**config.mk**
```make
export PLATFORM = sky130hd
export DESIGN_NAME = instr_fetch_unit
export DESIGN_NICKNAME = d
export VERILOG_FILES = /design/src/rtl/instr_fetch_unit.sv
export SDC_FILE = /design/constraint.sdc
export NUM_CORES = 1
export LEC_CHECK = 0
export ABC_AREA = 1
export CORE_ASPECT_RATIO = 1.25
export CORE_MARGIN = 10
export CORE_UTILIZATION = 35
export CTS_CLUSTER_SIZE = 20
export DETAILED_ROUTE_END_ITERATION = 7
export GPL_TIMING_DRIVEN = 0
export SYNTH_ARGS = -nofsm -noshare
export SYNTH_HDL_FRONTEND = slang
export SYNTH_SLANG_ARGS = --single-unit
```
**constraint.sdc**
```tcl
create_clock -name clk -period 7.6 [get_ports clk]
set_input_delay 1.14 -clock clk [delete_from_list [all_inputs] [get_ports clk]]
set_output_delay 1.14 -clock clk [all_outputs]
set_load 0.05 [all_outputs]
```
**src/rtl/instr_fetch_unit.sv**
```systemverilog
// Fetch stage of the RV32 core: owns the PC, fetches over a req/ack handshake
// and holds each instruction stable until the downstream stage releases it.
module instr_fetch_unit #(
  parameter logic [31:0] RESET_PC  = 32'h0000_0000,
  parameter logic [31:0] NOP_INSTR = 32'h0000_0013
) (
  input  logic        clk,
  input  logic        rst,
  output logic        imem_req,
  output logic [31:0] imem_addr,
  input  logic        imem_ack,
  input  logic [31:0] imem_rdata,
  input  logic        stall,
  input  logic        branch_taken,
  input  logic [31:0] branch_target,
  output logic        instr_valid,
  output logic [31:0] instr,
  output logic [6:0]  opcode,
  output logic [31:0] pc_out,
  output logic        fault,
  output logic [31:0] retired_count
);

  typedef enum logic [1:0] {
    S_IDLE  = 2'd0,
    S_REQ   = 2'd1,
    S_HOLD  = 2'd2,
    S_FAULT = 2'd3
  } state_t;

  state_t      r_state, w_next;
  logic [31:0] r_pc;
  logic [31:0] r_instr;
  logic [31:0] r_pc_out;
  logic [31:0] r_retired;
  logic        r_valid;
  logic        r_fault;

  logic        w_capture;
  logic        w_release;
  logic        w_misalign;
  logic        w_redirect;
  logic        w_seq;

  // ack only matters while a request is outstanding; stall/branch only in HOLD
  assign w_capture  = (r_state == S_REQ) && imem_ack;
  assign w_release  = (r_state == S_HOLD) && !stall;
  assign w_misalign = branch_target[1:0] != 2'b00;
  assign w_redirect = w_release && branch_taken && !w_misalign;
  assign w_seq      = w_release && !branch_taken;

  always_comb begin
    w_next = r_state;
    case (r_state)
      S_IDLE:  w_next = S_REQ;
      S_REQ:   if (imem_ack) w_next = S_HOLD;
      S_HOLD: begin
        if (!stall) begin
          if (branch_taken && w_misalign) w_next = S_FAULT;
          else                            w_next = S_REQ;
        end
      end
      S_FAULT: w_next = S_FAULT;
      default: w_next = S_IDLE;
    endcase
  end

  // The dead cycle after reset comes from starting in S_IDLE, so a stale ack
  // arriving right after reset release can never be captured.
  always_ff @(posedge clk or posedge rst) begin
    if (rst) r_state <= S_IDLE;
    else     r_state <= w_next;
  end

  always_ff @(posedge clk or posedge rst) begin
    if (rst) begin
      r_pc      <= RESET_PC;
      r_instr   <= NOP_INSTR;
      r_pc_out  <= RESET_PC;
      r_valid   <= 1'b0;
      r_fault   <= 1'b0;
      r_retired <= 32'd0;
    end else begin
      if (w_capture) begin
        r_instr  <= imem_rdata;
        r_pc_out <= r_pc;
        r_valid  <= 1'b1;
      end
      if (w_release) begin
        r_valid   <= 1'b0;
        r_retired <= r_retired + 32'd1;
      end
      if (w_seq)                               r_pc    <= r_pc + 32'd4;
      if (w_redirect)                          r_pc    <= branch_target;
      if (w_release && branch_taken && w_misalign) r_fault <= 1'b1;
    end
  end

  // Request decodes straight from the state register, so reset drops it at once
  assign imem_req      = (r_state == S_REQ);
  assign imem_addr     = r_pc;
  assign instr_valid   = r_valid;
  assign instr         = r_instr;
  assign opcode        = r_instr[6:0];
  assign pc_out        = r_pc_out;
  assign fault         = r_fault;
  assign retired_count = r_retired;

endmodule

```
Word level (Yosys, flattened, before mapping)
Cells that the tools add are included.
{"block": "word_totals", "reg_bits": 132, "latch_bits": 0, "mem_bits_rw": 0, "mem_bits_ro": 0, "output_inout_bits": 138, "word_cells": 37, "n_memories": 0}
{"block": "op_classes", "n_addsub": 2, "mul": 0, "n_div": 0, "magnitude_cmp": 0, "n_eq_ne": 5, "shifts": 0, "n_mux": 8, "bitwise_logic": 0, "n_reduce_logical": 15}
{"operator": "two-way mux 32 bit", "count": 2}
{"operator": "adder 32 x 1 -> 32 bit, second input constant", "count": 1}
{"operator": "adder 32 x 3 -> 32 bit, second input constant", "count": 1}
{"operator": "case mux 2 bit (4 select lines)", "count": 1}
{"operator": "logical AND 1 bit", "count": 7}
{"operator": "two-way mux 2 bit", "count": 3}
{"operator": "nonzero test 2 bit", "count": 3}
{"operator": "== test 2 bit, second input constant", "count": 2}
{"operator": "zero test 1 bit", "count": 3}
{"operator": "== test 2 x 1 -> 1 bit, second input constant", "count": 1}
{"operator": "zero test 2 bit", "count": 1}
{"operator": "two-way mux 1 bit", "count": 2}
{"operator": "!= test 2 x 1 -> 1 bit, second input constant", "count": 1}
{"operator": "!= test 2 bit, second input constant", "count": 1}
{"operator": "AND reduction 2 bit", "count": 1}

Depth between registers and ports, before layout
Gate-level depths: netlist (run 1).
{"block": "depth", "ltp_word": 5, "depth_mapped": 10, "ltp_nobuf": 10}

Worst setup path after synthesis (run 1)
OpenSTA, ideal clock, no wires.
{"block": "synth_timing", "path_kind": "in2reg", "from": "input stall", "to": "register r_retired[18] (netlist: retired_count[18])", "setup_ns": 0.142, "t_arrival_ns": 1.946, "slack_ns": 5.511, "path_stages": 8, "path_buffers": 1, "path_cell_list": "inv_2 nand3_2 buf_6 nor2_4 nand3_4 nor2_4 nand2_1 xnor2_1"}
{"block": "synth_between", "elab_chain_cells": 2}
{"item": "from (decl)", "line": "13", "rtl": "input logic stall,"}
{"item": "zero test 1 bit"}
{"item": "logical AND 1 bit", "line": "47", "rtl": "assign w_release = (r_state == S_HOLD) && !stall;"}
{"item": "to (signal assigned)", "line": "91", "rtl": "r_retired <= r_retired + 32'd1;"}
{"item": "to (decl)", "line": "35", "rtl": "logic [31:0] r_retired;"}
No other way between the ends.
A chain may end at the register's enable or synchronous reset.

Worst setup path in the final report (run 1)
{"block": "layout_timing", "from": "register r_instr[1] (netlist: instr[1])", "to": "output opcode[1]"}
{"item": "from (decl)", "line": "33", "rtl": "logic [31:0] r_instr;"}
{"item": "from (signal assigned)", "line": "85", "rtl": "r_instr <= imem_rdata;"}
{"item": "to (decl)", "line": "18", "rtl": "output logic [6:0] opcode,"}
No word-level cell between the ends.

==> results of run 1 <==
per-layer routing:
layer	vias to the layer above	wire length (um)	track usage
li1	3105	-	-
met1	2977	9000	0.206
met2	217	11700	0.315
met3	19	1710	0.0545
met4	0	306	0.0519
met5	-	0	0
where the power goes:
group / internal [W] / leakage, nW / switching (W) / total (W)
Combinational: 0.000633 / 2.45 / 0.00127 / 0.00190
Clock: 0.000533 / 0.284 / 0.000327 / 0.000860
Sequential: 0.000926 / 1.66 / 0.000181 / 0.00111
Yosys cell counts:
master	n
o211ai_1	1
dfstp_2	3
ha_1	2
clkbuf_1	5
nor2_2	5
mux2_2	34
a21oi_2	1
buf_4	9
buf_6	3
o21ai_0	52
a21o_1	1
inv_1	73
nand4_1	5
o21ai_1	10
o22ai_1	3
nor3_1	5
xor2_1	14
nand2_4	2
xnor2_1	7
a22oi_1	1
dfrtp_1	129
nor2_1	112
nand3b_1	9
a21oi_1	19
nand3_2	1
inv_2	3
buf_2	13
clkinv_2	1
nand3_1	38
nor2_4	7
nand2_1	266
nand3_4	1
nand2_2	3
path summary, 6_finish.rpt:
kind	end	slack, ps	startpoint	cells past startpoint
hold reg to reg	fault$_DFFE_PP0P_	460	fault$_DFFE_PP0P_	1
setup reg to reg	imem_addr[30]$_DFFE_PP0P_	5730	imem_addr[3]$_DFFE_PP0P_	10
max in group asynchronous	imem_addr[12]$_DFFE_PP0P_	5650	rst	3
setup / recovery	opcode[1]	4580	instr[1]$_DFFE_PP1P_	2
min in group asynchronous	instr[8]$_DFFE_PP0P_	1170	rst	2
hold / removal	fault$_DFFE_PP0P_	460	fault$_DFFE_PP0P_	1
critical path: stages, from the launching register on:
cell and delay [ps]:
dfstp_2 560, buf_4 110, clkdlybuf4s50_1 790
sequential cells by signal, summed over array words and instances (netlist names):
signal	flops
r_state	2
retired_count	32
imem_addr	32
pc_out	32
instr	32
instr_valid	1
fault	1
stage by stage:
step	cell area, um^2	hold slack (ps)
CTS	9740	461
floorplan	6740	516
detailed placement	9130	447
global placement	9090	444
global route	9740	496
finish	9740	459
cell families (layout without fill, tap and decap cells):
family / after synthesis / in the layout
buf+inv: 107 / 346
compound gates: 88 / 88
simple gates: 454 / 454
xor+xnor: 21 / 21
mux: 34 / 34
fa+ha+maj: 2 / 2
flops: 132 / 132
final cells by class:
class                           count  area [um^2]
Fill cell                        1827         9110
Sequential cell                   132         3310
Multi-Input combinational cell    599         2960
Timing Repair Buffer              207         2090
Clock buffer                       20          457
Inverter                           77          295
Tap cell                          232          290
Buffer                             30          185
Clock inverter                     12          155
==> impl_metrics.yaml, run 1 <==
run_status:
  status: "finished clean"
clock_network:
  post_cts_buffers: 0
  htreeDepth: 4
  cts_resized: 0
  hold_buffers: 0
  clk_pin_slew_ps: 60
  cts_buffers: 17
  clockRootBuffer: "clkbuf_16"
  clk_latency_ps: 420
  clockBufferDepth: 2
  cts_tree: "yes"
  cts.sinks: 132
global_routing:
  grt_pass1_vias: 6210
  grt_util_all_layers: 0.180
  grt_pass1_wl_um: 35100
  grt_overflow: 0
  grt_max_degree: 78
  antenna_found_initial: 0
yosys:
  synth_fa_ha_area_frac: 0.00371
  yosysWarnings: 0
  synthCells: 838
  syn-cell-area_um2: 6740
  synth_top_family_by_area: "simple AND/OR/NAND/NOR gates"
  synthSimpleGateAreaFrac: 0.284
  synth_fp_nets: 909
  ys_seq_area_frac: 0.491
  synthMuxAreaShare: 0.0568
  synth_area_per_cell_um2: 8.04
  synth_compound_area_frac: 0.0676
  synth_top_cells_by_area: "dfrtp_1 (48%), nand2_1 (15%), nor2_1 (6.2%)"
  yosysUniqueCellTypes: 33
  synth_xor_area_frac: 0.0273
  yosys.area.top_type: "dfrtp_1"
  synth_top_area_frac: 0.479
  ys_ff_latch: 132
run:
  maxCapViolCount: 0
setup_path:
  criticalPathCategory: "reg2out"
  cp-end-kind: "output pin"
  worstPathMaxFanout: 3
  cp-start-kind: "flip-flop"
  cp_data_arrival_time_ps: 1880
  required_ps: 6460
timing:
  hold_viol_final: 0
  clock_skew_ps: 7.23
  fin_crit_sh: 0.397
  maxSlewHeadroom: 0.602
  slew_violations: 0
  finalSetupTns_ps: 0
  fmax_mhz: 331
  rsz0062_at_grt: "false"
  worst_slack_ps: 4580
  period_needed_ps: 3020
  finalSetupViolCount: 0
  worst_pin_slew_ps: 595
floorplanning:
  core_um2: 18800
  io-pin-count: 207
  num_rows: 56
  die_height_um: 175
  start_util: 0.358
  die-area_um2: 25200
  die_w_um: 144
placement:
  pre_cts_ws_ps: 4560
  io_buffers: 206
  place_congestion: 0.929
  placed_cells_incl_taps: 1277
  hpwlAfterDp_um: 17500
final_layout:
  antenna_cells: 0
  final_layout_size_suffix_gt1_frac: 0.110
  finish.utilization: 0.517
  layout.cells.non_filler: 1309
  final_cell_mix: "nand2_1 (266), clkdlybuf4s50_1 (206), dfrtp_1 (129)"
  finalNetCount: 1135
  area_growth_pct: 44.5
  layout_commonest_cell: "nand2_1"
drt:
  drt_wl_total_um: 22800
  drtIter0Drc: 441
  avgRoutedWirePerCell_um: 17.4
  vias: 6318
  drcViolationCount: 0
  dr.pass1.iters: 5
  vias_per_cell: 4.83
  ant_nets: 0
power_and_ir_drop:
  ir_worst_vdd_v: 0.000213
  power.leakage_nw: 4.39
  total_power_w: 0.00387
  powerDensity_nw_per_um2: 397
worst_hold_path:
  worst_hold_path_type: "reg2reg"
(Power assumes the default switching activity.)
==> run 2, diff against run 1 <==
==> constraint.sdc (replaced) <==
create_clock -name clk -period 3 [get_ports clk]
set_input_delay 0.45 -clock clk [delete_from_list [all_inputs] [get_ports clk]]
set_output_delay 0.45 -clock clk [all_outputs]
set_load 0.05 [all_outputs]
==> run 2 against run 1 <==
Count of clock-buffer cells in the layout decreased by 1. Sequential share of layout area is 0.26 points lower. Die area unchanged. Total power rose to 2.6 times the previous value. Critical path depth unchanged. Largest power group unchanged.
==> impl_metrics.yaml, run 2 (synthesized netlist as in run 1, its figures left out) <==
timing:
  hold_viol_final: 0
  rsz0062_at_grt: "false"
  slew_violations: 0
  finalSetupViolCount: 0
  fin_crit_sh: 0.770
  maxSlewHeadroom: 0.604
  clock_skew_ps: 7.80
  fmax_mhz: 433
  period_needed_ps: 2310
  worst_pin_slew_ps: 592
clock_network:
  htreeDepth: 4
  clockBufferDepth: 2
  cts.sinks: 132
  cts_buffers: 17
  clk_pin_slew_ps: 60
  post_cts_buffers: 0
  cts_tree: "yes"
  cts_resized: 0
  clk_latency_ps: 420
  hold_buffers: 0
  clockRootBuffer: "clkbuf_16"
setup_path:
  cp_slowest_cell: "clkdlybuf4s50_1"
  crit_buf_inv: 2
  cp-end-kind: "output pin"
  cpPeakStageDelay_ps: 800
  cp-start-kind: "flip-flop"
  cp_data_arrival_time_ps: 1860
  crit_chain: "buf_4 -> clkdlybuf4s50_1"
  worstPathMaxFanout: 3
  crit_family: "buffers and inverters"
  criticalPathCategory: "reg2out"
  required_ps: 2550
final_layout:
  n_fill_cell: 1806
  final_layout_size_suffix_gt1_frac: 0.112
  finalNetCount: 1137
  final_cell_mix: "nand2_1 (266), clkdlybuf4s50_1 (206), dfrtp_1 (129)"
  layout.cells.non_filler: 1310
  finish.utilization: 0.521
  area_growth_pct: 45.6
  layout_commonest_cell: "nand2_1"
  antenna_cells: 0
drt:
  ant_nets: 0
  avgRoutedWirePerCell_um: 17.4
  drtIter0Drc: 359
  drcViolationCount: 0
  vias: 6298
  dr.pass1.iters: 5
  vias_per_cell: 4.81
  drt_wl_total_um: 22800
power_and_ir_drop:
  power.leakage_nw: 4.43
  powerDensity_nw_per_um2: 1010
  ir_worst_vdd_v: 0.000492
placement:
  hpwlAfterDp_um: 17800
  io_buffers: 206
  placed_cells_incl_taps: 1279
  place_congestion: 0.952
global_routing:
  grt_max_degree: 41
  grt_overflow: 0
  grt_pass1_vias: 6296
  antenna_found_initial: 0
  grt_pass1_wl_um: 35400
  grt_util_all_layers: 0.181
floorplanning:
  core_um2: 18800
  io-pin-count: 207
  die_w_um: 144
  die_height_um: 175
  start_util: 0.358
  num_rows: 56
  die-area_um2: 25200
run:
  maxCapViolCount: 0
run_status:
  status: "finished clean"
worst_hold_path:
  worst_hold_path_type: "in2async"
==> run 2: report_power, final <==
group | total (W) | leakage, nW | internal (W) | switching (W)
combinational | 0.00483 | 2.46 | 0.00161 | 0.00322
sequential | 0.00280 | 1.66 | 0.00235 | 0.000455
clock | 0.00232 | 0.311 | 0.00152 | 0.000802
==> run 2: routing by layer <==
layer,global-route usage,wire length [um],vias to the layer above
met4,0.0641,549,0
li1,-,-,3100
met3,0.0548,1580,29
met2,0.305,11400,212
met1,0.212,9270,2957
met5,0,0,-
==> run 2: final timing paths <==
kind,end,slack [ps],cells after the start,start
worst max register to register,imem_addr[30]$_DFFE_PP0P_,1080,10,imem_addr[2]$_DFFE_PP0P_
worst min-delay path,instr[10]$_DFFE_PP0P_,440,2,rst
worst min register to register,fault$_DFFE_PP0P_,460,1,fault$_DFFE_PP0P_
min in group clk,fault$_DFFE_PP0P_,460,1,fault$_DFFE_PP0P_
worst max-delay path,opcode[4],690,2,instr[4]$_DFFE_PP1P_
max in group asynchronous,pc_out[11]$_DFFE_PP0P_,1710,4,rst
==> run 2: per-stage QoR <==
stage | setup WS, ps | area, um^2 | power, W | hold slack, ps | TNS, ps
3_5_place_dp | 639 | 9160 | 0.00770 | 444 | 0
4_1_cts | 666 | 9810 | 0.0101 | 440 | 0
5_1_grt | 624 | 9810 | 0.0104 | 473 | 0
2_1_floorplan | 915 | 6750 | 0.00588 | 516 | 0
6_report | 691 | 9810 | 0.00995 | 443 | 0
3_3_place_gp | -485 | 9100 | 0.00765 | 441 | -61250
==> run 2: area by class of cell <==
class	instances	area, um^2	share of cell area
sequential	132	3310	0.337
clock inverter	12	204	0.0208
timing repair buffer	209	2120	0.216
buffer	30	185	0.0189
inverter	77	294	0.0300
clock buffer	19	453	0.0461
multi-input combinational	599	2960	0.302
tap	232	290	0.0296
==> run 3, diff against run 2 <==
==> constraint.sdc (replaced) <==
create_clock -name clk -period 2.3 [get_ports clk]
set_input_delay 0.345 -clock clk [delete_from_list [all_inputs] [get_ports clk]]
set_output_delay 0.345 -clock clk [all_outputs]
set_load 0.05 [all_outputs]
==> results of run 3 <==
Same layout as run 2 (identical final DEF). Status: finished clean.
Main changes from that run: setup slack after placement 639 ps -> 44.0 ps; setup slack after layout 691 ps -> 96.3 ps; hold slack 443 ps -> 338 ps; register-to-register setup slack 1080 ps -> 380 ps; total power 0.00995 W -> 0.0130 W; worst IR drop on VDD 0.000492 V -> 0.000642 V
